--- src/rtl/mem_access_unit_if.sv ---
// Data-memory request/grant/response bus between the MEM stage and the
// data memory.
//   master (MEM stage): req, we, addr, be, wdata out; gnt, rvalid, rdata in
//   slave  (memory)   : the reverse
// A request is accepted in the cycle req & gnt. Load data arrives on a later
// cycle, marked by rvalid.
interface mem_access_unit_if #(
    parameter int ADDR_W = 32
);
    logic              req;
    logic              we;
    logic [ADDR_W-1:0] addr;
    logic [3:0]        be;
    logic [31:0]       wdata;
    logic              gnt;
    logic              rvalid;
    logic [31:0]       rdata;

    modport master (output req, we, addr, be, wdata, input gnt, rvalid, rdata);
    modport slave  (input req, we, addr, be, wdata, output gnt, rvalid, rdata);
endinterface

--- src/rtl/mem_access_unit.sv ---
// MEM pipeline stage. It consumes the EX/MEM register and runs one data-memory
// transaction at a time over dmem. It holds the pipeline with mem_stall while
// that transaction is outstanding. It formats store byte lanes and
// sign/zero-extends load data, and it updates the MEM/WB register fields.
//
// Ports:
//   clock, resetn          rising-edge clock, asynchronous active-low reset
//   flush                  kill the instruction currently in MEM
//   *_in                   EX/MEM fields (ops, WB controls, size, address, data, rd)
//   dmem                   data-memory bus (master side)
//   mem_stall              combinational hold for EX/MEM and earlier stages
//   *_out                  MEM/WB register fields
//   misaligned_out         only with MISALIGN_TRAP_EN: one-cycle trap marker
//
// Optional feature: define MISALIGN_TRAP_EN to trap misaligned half/word
// accesses. When it is not defined, the offending low address bits are ignored.
// ADDR_W must be <= 32 (the address comes from alu_result_in).
module mem_access_unit #(
    parameter int ADDR_W = 32
) (
    input  logic              clock,
    input  logic              resetn,
    input  logic              flush,
    input  logic              mem_read_in,
    input  logic              mem_write_in,
    input  logic              mem_to_reg_in,
    input  logic              reg_write_in,
    input  logic [1:0]        mem_size_in,
    input  logic              mem_unsigned_in,
    input  logic [31:0]       alu_result_in,
    input  logic [31:0]       alu_in_2_in,
    input  logic [4:0]        reg_rd_in,
    mem_access_unit_if.master dmem,
    output logic              mem_stall,
    output logic              mem_to_reg_out,
    output logic              reg_write_out,
    output logic [4:0]        reg_rd_out,
    output logic [31:0]       mem_data_out,
`ifdef MISALIGN_TRAP_EN
    output logic              misaligned_out,
`endif
    output logic [31:0]       alu_result_out
);
    typedef enum logic [1:0] {IDLE, WAIT_GNT, WAIT_RSP} state_t;

    typedef struct packed {
        logic        mem_to_reg;
        logic        reg_write;
        logic [4:0]  rd;
        logic [31:0] data;
        logic [31:0] alu;
    } wb_t;

    state_t      state, state_nxt;
    logic        kill, kill_nxt;
    wb_t         wb_q, wb_nxt;
    logic        op, is_store, misal, req, complete, stall;
    logic [1:0]  o;
    logic [7:0]  ld_b;
    logic [15:0] ld_h;
    logic [31:0] ld_data;

    assign op       = mem_read_in | mem_write_in;
    assign is_store = mem_write_in;          // store wins when both are set
    assign o        = alu_result_in[1:0];

`ifdef MISALIGN_TRAP_EN
    logic mis_q;
    // Only evaluated in IDLE: a trapped op never starts a transaction.
    assign misal = op && (state == IDLE) &&
                   ((mem_size_in == 2'b01 && o[0]) || (mem_size_in[1] && o != 2'b00));
    assign misaligned_out = mis_q;
`else
    assign misal = 1'b0;
`endif

    // Store lane formatting. Half ignores o[0]; word ignores o entirely.
    assign dmem.addr = {alu_result_in[ADDR_W-1:2], 2'b00};
    assign dmem.we   = is_store;
    always_comb begin
        dmem.be    = 4'b1111;
        dmem.wdata = alu_in_2_in;
        case (mem_size_in)
            2'b00: begin
                dmem.be    = 4'b0001 << o;
                dmem.wdata = {4{alu_in_2_in[7:0]}};
            end
            2'b01: begin
                dmem.be    = 4'b0011 << {o[1], 1'b0};
                dmem.wdata = {2{alu_in_2_in[15:0]}};
            end
            default: ;
        endcase
    end

    // Load lane select and extension
    assign ld_b = dmem.rdata[{o, 3'b000} +: 8];
    assign ld_h = o[1] ? dmem.rdata[31:16] : dmem.rdata[15:0];
    always_comb begin
        ld_data = dmem.rdata;
        case (mem_size_in)
            2'b00:   ld_data = mem_unsigned_in ? {24'b0, ld_b} : {{24{ld_b[7]}}, ld_b};
            2'b01:   ld_data = mem_unsigned_in ? {16'b0, ld_h} : {{16{ld_h[15]}}, ld_h};
            default: ;
        endcase
    end

    // Transaction FSM. Once a request is out it is never withdrawn, even on
    // flush; the flush is remembered in kill and applied at completion.
    always_comb begin
        state_nxt = state;
        req       = 1'b0;
        complete  = 1'b0;
        case (state)
            IDLE: begin
                req = op & ~flush & ~misal;
                if (req) begin
                    if (!dmem.gnt)    state_nxt = WAIT_GNT;
                    else if (is_store) complete = 1'b1;
                    else               state_nxt = WAIT_RSP;
                end
            end
            WAIT_GNT: begin
                req = 1'b1;
                if (dmem.gnt) begin
                    if (is_store) begin
                        complete  = 1'b1;
                        state_nxt = IDLE;
                    end else begin
                        state_nxt = WAIT_RSP;
                    end
                end
            end
            WAIT_RSP: begin
                if (dmem.rvalid) begin
                    complete  = 1'b1;
                    state_nxt = IDLE;
                end
            end
            default: state_nxt = IDLE;
        endcase
        stall = (req | (state == WAIT_RSP)) & ~complete;
    end

    assign kill_nxt  = complete ? 1'b0 : (kill | (flush & (state != IDLE)));
    assign dmem.req  = req & resetn;
    assign mem_stall = stall & resetn;

    // MEM/WB: a bubble while stalled, killed or trapped; otherwise the
    // instruction's fields. Only a completing load carries load data.
    always_comb begin
        wb_nxt = '0;
        if (!stall && !kill && !flush && !misal) begin
            wb_nxt.mem_to_reg = mem_to_reg_in;
            wb_nxt.reg_write  = reg_write_in;
            wb_nxt.rd         = reg_rd_in;
            wb_nxt.alu        = alu_result_in;
            wb_nxt.data       = (complete && !is_store) ? ld_data : 32'd0;
        end
    end

    always_ff @(posedge clock or negedge resetn) begin
        if (!resetn) begin
            state <= IDLE;
            kill  <= 1'b0;
            wb_q  <= '0;
`ifdef MISALIGN_TRAP_EN
            mis_q <= 1'b0;
`endif
        end else begin
            state <= state_nxt;
            kill  <= kill_nxt;
            wb_q  <= wb_nxt;
`ifdef MISALIGN_TRAP_EN
            mis_q <= misal & ~flush;
`endif
        end
    end

    assign mem_to_reg_out = wb_q.mem_to_reg;
    assign reg_write_out  = wb_q.reg_write;
    assign reg_rd_out     = wb_q.rd;
    assign mem_data_out   = wb_q.data;
    assign alu_result_out = wb_q.alu;
endmodule

--- src/flat_wrapper.sv ---
// flat-port wrapper written by rule: the top's interface ports become plain ports
module mem_access_unit_flat 
#(
    parameter int ADDR_W = 32
)
  (clock, resetn, flush, mem_read_in, mem_write_in, mem_to_reg_in, reg_write_in, mem_size_in, mem_unsigned_in, alu_result_in, alu_in_2_in, reg_rd_in, mem_stall, mem_to_reg_out, reg_write_out, reg_rd_out, mem_data_out, alu_result_out, dmem_req, dmem_we, dmem_addr, dmem_be, dmem_wdata, dmem_gnt, dmem_rvalid, dmem_rdata);
  mem_access_unit_if #(.ADDR_W(ADDR_W)) dmem_i ();
  input  logic clock;
  input  logic resetn;
  input  logic flush;
  input  logic mem_read_in;
  input  logic mem_write_in;
  input  logic mem_to_reg_in;
  input  logic reg_write_in;
  input  logic [1:0] mem_size_in;
  input  logic mem_unsigned_in;
  input  logic [31:0] alu_result_in;
  input  logic [31:0] alu_in_2_in;
  input  logic [4:0] reg_rd_in;
  output logic mem_stall;
  output logic mem_to_reg_out;
  output logic reg_write_out;
  output logic [4:0] reg_rd_out;
  output logic [31:0] mem_data_out;
  output logic [31:0] alu_result_out;
  output wire logic [$bits(dmem_i.req)-1:0] dmem_req;
  output wire logic [$bits(dmem_i.we)-1:0] dmem_we;
  output wire logic [$bits(dmem_i.addr)-1:0] dmem_addr;
  output wire logic [$bits(dmem_i.be)-1:0] dmem_be;
  output wire logic [$bits(dmem_i.wdata)-1:0] dmem_wdata;
  input wire logic [$bits(dmem_i.gnt)-1:0] dmem_gnt;
  input wire logic [$bits(dmem_i.rvalid)-1:0] dmem_rvalid;
  input wire logic [$bits(dmem_i.rdata)-1:0] dmem_rdata;
  assign dmem_req = dmem_i.req;
  assign dmem_we = dmem_i.we;
  assign dmem_addr = dmem_i.addr;
  assign dmem_be = dmem_i.be;
  assign dmem_wdata = dmem_i.wdata;
  assign dmem_i.gnt = dmem_gnt;
  assign dmem_i.rvalid = dmem_rvalid;
  assign dmem_i.rdata = dmem_rdata;
  mem_access_unit #(.ADDR_W(ADDR_W)) u_core (.clock(clock), .resetn(resetn), .flush(flush), .mem_read_in(mem_read_in), .mem_write_in(mem_write_in), .mem_to_reg_in(mem_to_reg_in), .reg_write_in(reg_write_in), .mem_size_in(mem_size_in), .mem_unsigned_in(mem_unsigned_in), .alu_result_in(alu_result_in), .alu_in_2_in(alu_in_2_in), .reg_rd_in(reg_rd_in), .dmem(dmem_i), .mem_stall(mem_stall), .mem_to_reg_out(mem_to_reg_out), .reg_write_out(reg_write_out), .reg_rd_out(reg_rd_out), .mem_data_out(mem_data_out), .alu_result_out(alu_result_out));
endmodule
--- config.mk ---
export PLATFORM = sky130hd
export DESIGN_NAME = mem_access_unit_flat
export DESIGN_NICKNAME = d
export VERILOG_FILES = /design/src/rtl/mem_access_unit_if.sv /design/src/rtl/mem_access_unit.sv /design/src/flat_wrapper.sv
export SDC_FILE = /design/constraint.sdc
export NUM_CORES = 1
export LEC_CHECK = 0
export CAP_MARGIN = 30
export CORE_AREA = 2 2 100 102
export CTS_CLUSTER_DIAMETER = 100
export CTS_CLUSTER_SIZE = 20
export DETAILED_ROUTE_END_ITERATION = 8
export DIE_AREA = 0 0 102 104
export DONT_BUFFER_PORTS = 1
export HOLD_SLACK_MARGIN = 0.05
export PLACE_DENSITY = 0.56
export RECOVER_POWER = 50
export REMOVE_ABC_BUFFERS = 1
export SYNTH_ARGS = -nofsm -noshare
export SYNTH_HDL_FRONTEND = slang
export SYNTH_SLANG_ARGS = --single-unit
--- constraint.sdc ---
create_clock -name clock -period 1.8 [get_ports clock]
set_input_delay 0.09 -clock clock [delete_from_list [all_inputs] [get_ports clock]]
set_output_delay 0.09 -clock clock [all_outputs]
set_load 0.01 [all_outputs]
# After elaboration in Yosys (flattened, before gate mapping)

Cells that the tools add are included.

Word-level logic and storage cells: 60
Output and inout bits: 142
Input bits: 113
Register bits after elaboration: 74

Equal/unequal tests: 7
Mux-type cells: 22
Shift operators: 3
Bitwise logic cells: 10
Reduce and logical (&&, ||, !) cells: 11

Operators with widths:

| kind                                                  | number |
|---|---|
| one-hot mux 32 bit (2 select lines)                   | 2 |
| two-way mux 32 bit                                    | 3 |
| two-way mux 71 bit                                    | 1 |
| indexed part select 32 x 6 -> 8 bit                   | 1 |
| two-way mux 16 bit                                    | 1 |
| two-way mux 2 bit                                     | 6 |
| one-hot mux 4 bit (2 select lines)                    | 1 |
| one-hot mux 2 bit (3 select lines)                    | 1 |
| AND 1 bit                                             | 5 |
| two-way mux 1 bit                                     | 5 |
| == test 2 x 1 -> 1 bit, second input constant         | 2 |
| zero test 1 bit                                       | 4 |
| zero test 2 bit                                       | 2 |
| inequality test 2 bit, second input constant          | 2 |
| AND reduction 4 bit                                   | 1 |
| left shift 1 x 2 -> 4 bit, first input constant       | 1 |
| left shift 2 x 2 -> 4 bit, first input constant       | 1 |
| logical AND 1 bit                                     | 3 |
| inequality test 3 bit, second input constant          | 1 |
| OR 1 bit                                              | 3 |
| one-hot mux 1 bit (3 select lines)                    | 1 |
| == test 2 bit, second input constant                  | 1 |
| inequality test 2 x 1 -> 1 bit, second input constant | 1 |
| NOT 1 bit                                             | 2 |
| 2 further kinds                                       | 2 |

# Longest topological paths before layout

Word-level depth: 10
Mapped depth: 7
Depth with buffers taken out: 4

# Worst setup path before layout

No wires, ideal clock.

Path type: reg-to-reg
From: register u_core.state[0]
To: register u_core.wb_q, in the netlist u_core.mem_data_out[22]
Arrival time: 1.445 ns
Path slack: 0.280 ns
Library setup time: 0.076 ns
Cell stages (with the launch flop): 7
Cell sequence: dfrtp_1 -> nand2b_4 -> nand4bb_1 -> buf_2 -> a221o_2 -> buf_6 -> a21oi_2

RTL lines:

| element                | RTL line               | RTL |
|---|---|---|
| from (decl)            | mem_access_unit.sv:54  | `state_t state, state_nxt;` |
| from (signal assigned) | mem_access_unit.sv:171 | `state <= state_nxt;` |
| to (signal assigned)   | mem_access_unit.sv:173 | `wb_q <= wb_nxt;` |
| to (decl)              | mem_access_unit.sv:56  | `wb_t wb_q, wb_nxt;` |

==> flow_summary.toml <==
[run_status]
status = "complete, no violations"

[logic_synthesis]
synth_top_area_frac = 0.502
synth_area_leaders = "dfrtp_1, buf_4, and2_1"
synth_edf_count = 0
synth_warnings = 0
synth_compound_area_frac = 0.141
synth_fa_ha_area_frac = 0
yosysTopAreaCell = "dfrtp_1"
synth_most_common_cell = "dfrtp_1"
synth_cell_types = 37
synth_seq_cells = 74
synthArstFlopShare = 1.00
synth_top_family_by_area = "compound AO/OA/AOI/OAI gates"
seq_area_frac_synth = 0.502
synth_simple_gate_area_frac = 0.122
synth_ff_type = "dfrtp_1"
syn-instance-count = 354
synthTopCellsByCount = "dfrtp_1, buf_4, and2_1"
syn_area_per_cell_um2 = 10.4
syn_area_mm2 = 0.00369
synthXorXnorAreaFrac = 0
synth_mux_area_frac = 0.0956

[detailed_routing]
top_layer = "met4"
met1Wirelength_mm = 3.68
drt-initial-drc-count = 159
wl_per_cell_um = 20.8
postRouteWirelength_mm = 11.2
drt_pass1_iterations = 4
drtAntennaViolNets = 0
met3_length_mm = 1.05
met2_length_mm = 5.93
num_vias = 2800
drcViolationCount = 0
avgViaCountPerCell = 5.23

[placed_design]
io_buffer_count = 0
place.gp.congestion = 0.916
dpl.hpwl_mm = 7.18
placed_cells = 430

[clocking]
cts_buffers = 9
cts_buffer_depth = 2
clock_latency_ns = 0.35
cts.clk_slew.worst_paths_ns = 0.08
clockRootBuffer = "clkbuf_8"
clock_sinks = 74
htree_levels = 3
cts_tree = "done"

[sta]
clock.fmax_mhz = 577
fin_hold_ws_ns = 0.0769
timing.final.hold_violations = 0
setup_viol = 0
period_share = 0.963
min_period_ns = 1.73
maxSlewViolCount = 0
worst_pin_slew_ns = 0.991
rsz0062_at_grt = "false"
relSlewSlack = 0.339
skew_ns = 0.00729

[finish]
final_layout_size_suffix_gt1_frac = 0.112
num-fill-cells = 903
area_growth_pct = 25.1
fin_nets = 510
layout.cells.non_filler = 535
diodes = 0

[setup_path]
rr_worst_depth = 5
required_ns = 2.09
worstPathArrival_ns = 2.02
path_class = "flop to flop"
cp-start-kind = "flop"
end_kind = "flop"
cp_max_fo = 13

[floorplanning]
fp.dieArea_mm2 = 0.0106
die_width_um = 102
num_rows = 36
core_area_mm2 = 0.00955
start_util = 0.387
die_h_um = 104
io_pins = 255

[global_route]
grt_use_total = 0.209
grt_antenna_before_repair = 0
grt_max_degree = 76
grt_overflow = 0
grt_pass1_vias = 2995
grt_first_pass_wirelength_mm = 16.6

[min_path]
hold_path.class = "primary input to flop"
whs_path_depth = 3

[run]
maxCapViolCount = 0

[power_and_ir_drop]
p_leak_nw = 2.20
max-vdd-ir-drop_mv = 0.327
power.density_mw_per_mm2 = 837
power.total_mw = 3.87
[stage by stage]
stage          utilization  area [µm²]  setup WS, ns  setup TNS, ns
3_5_place_dp         0.365        3490         0.230              0
2_1_floorplan            -        3270       -0.0107        -0.0644
5_1_grt              0.484        4620        0.0190              0
3_3_place_gp         0.365        3490         0.285              0
4_1_cts              0.478        4570        0.0226              0
6_report             0.484        4620        0.0657              0
[metal layers]
metal  vias to the layer above  GRT usage
li1                       1217          -
met1                      1333      0.211
met2                       213      0.384
met3                        37     0.0477
met4                         0      0.120
met5                         -          0
[layout by cell type, fill, tap and decap left out, drive strengths merged]
master	n
nand2	18
nand3	7
a221o	1
bufinv	2
nor2b	2
dfrtp	74
nor3	1
mux2	18
o221a	1
o21bai	1
nand2b	2
clkinv	2
conb	2
nor2	8
o22a	1
mux2i	15
or2	1
o21ai	13
clkbuf	15
nor3b	1
o22ai	1
a221oi	1
a22oi	16
o32ai	1
nand4bb	1
o21ba	1
dlygate4sd3	84
and2	41
inv	22
a21oi	33
a21o	7
buf	9
[power breakdown]
group,internal [mW],switching [mW],total (mW)
sequential,1.75,0.0895,1.84
clock,0.857,0.602,1.46
combinational,0.278,0.286,0.564
[kinds of logic after synthesis]
kind of cell | Yosys count
simple gates | 82
mux | 33
other cells | 1
flops | 74
buf+inv | 87
compound gates | 77
[area by class of cell]
class / count / area [µm²] / area share
Tap cell: 133 / 166 / 0.0360
Sequential cell: 74 / 1850 / 0.401
Multi-Input combinational cell: 194 / 1350 / 0.292
Timing Repair Buffer: 96 / 940 / 0.203
Inverter: 22 / 82.6 / 0.0179
Clock inverter: 4 / 73.8 / 0.0160
Clock buffer: 12 / 155 / 0.0336
[final timing paths]
path / to / start / slack, ns
hold / removal: u_core.mem_data_out[7]$_DFF_PN0_ / mem_size_in[0] / 0.08
max in group asynchronous: u_core.mem_data_out[28]$_DFF_PN0_ / resetn / 0.68
setup / recovery: u_core.mem_data_out[6]$_DFF_PN0_ / u_core.kill$_DFF_PN0_ / 0.07
setup reg to reg: u_core.mem_data_out[6]$_DFF_PN0_ / u_core.kill$_DFF_PN0_ / 0.07
hold reg to reg: u_core.kill$_DFF_PN0_ / u_core.kill$_DFF_PN0_ / 0.60
min in group asynchronous: u_core.mem_data_out[15]$_DFF_PN0_ / resetn / 0.47
[flip-flops by register name, indices dropped and copies added (netlist names)]
register and flops:
u_core.state 2, u_core.reg_rd_out 5, u_core.mem_data_out 32, u_core.reg_write_out 1, u_core.alu_result_out 32, u_core.kill 1, u_core.mem_to_reg_out 1
[critical path: stages (launching register included)]
cell and delay [ns]:
dfrtp_1 0.38, nor2_1 0.29, nand4bb_4 0.15, buf_6 0.17, a21oi_1 0.12, dlygate4sd3_1 0.56
[repair_timing]
item,in CTS,in global routing
gates resized for setup,0,2
hold endpoints to repair,148,74
buffers inserted,0,3
hold buffers,84,2
setup endpoints to repair,0,5
Power figures use the tool's default switching activity.
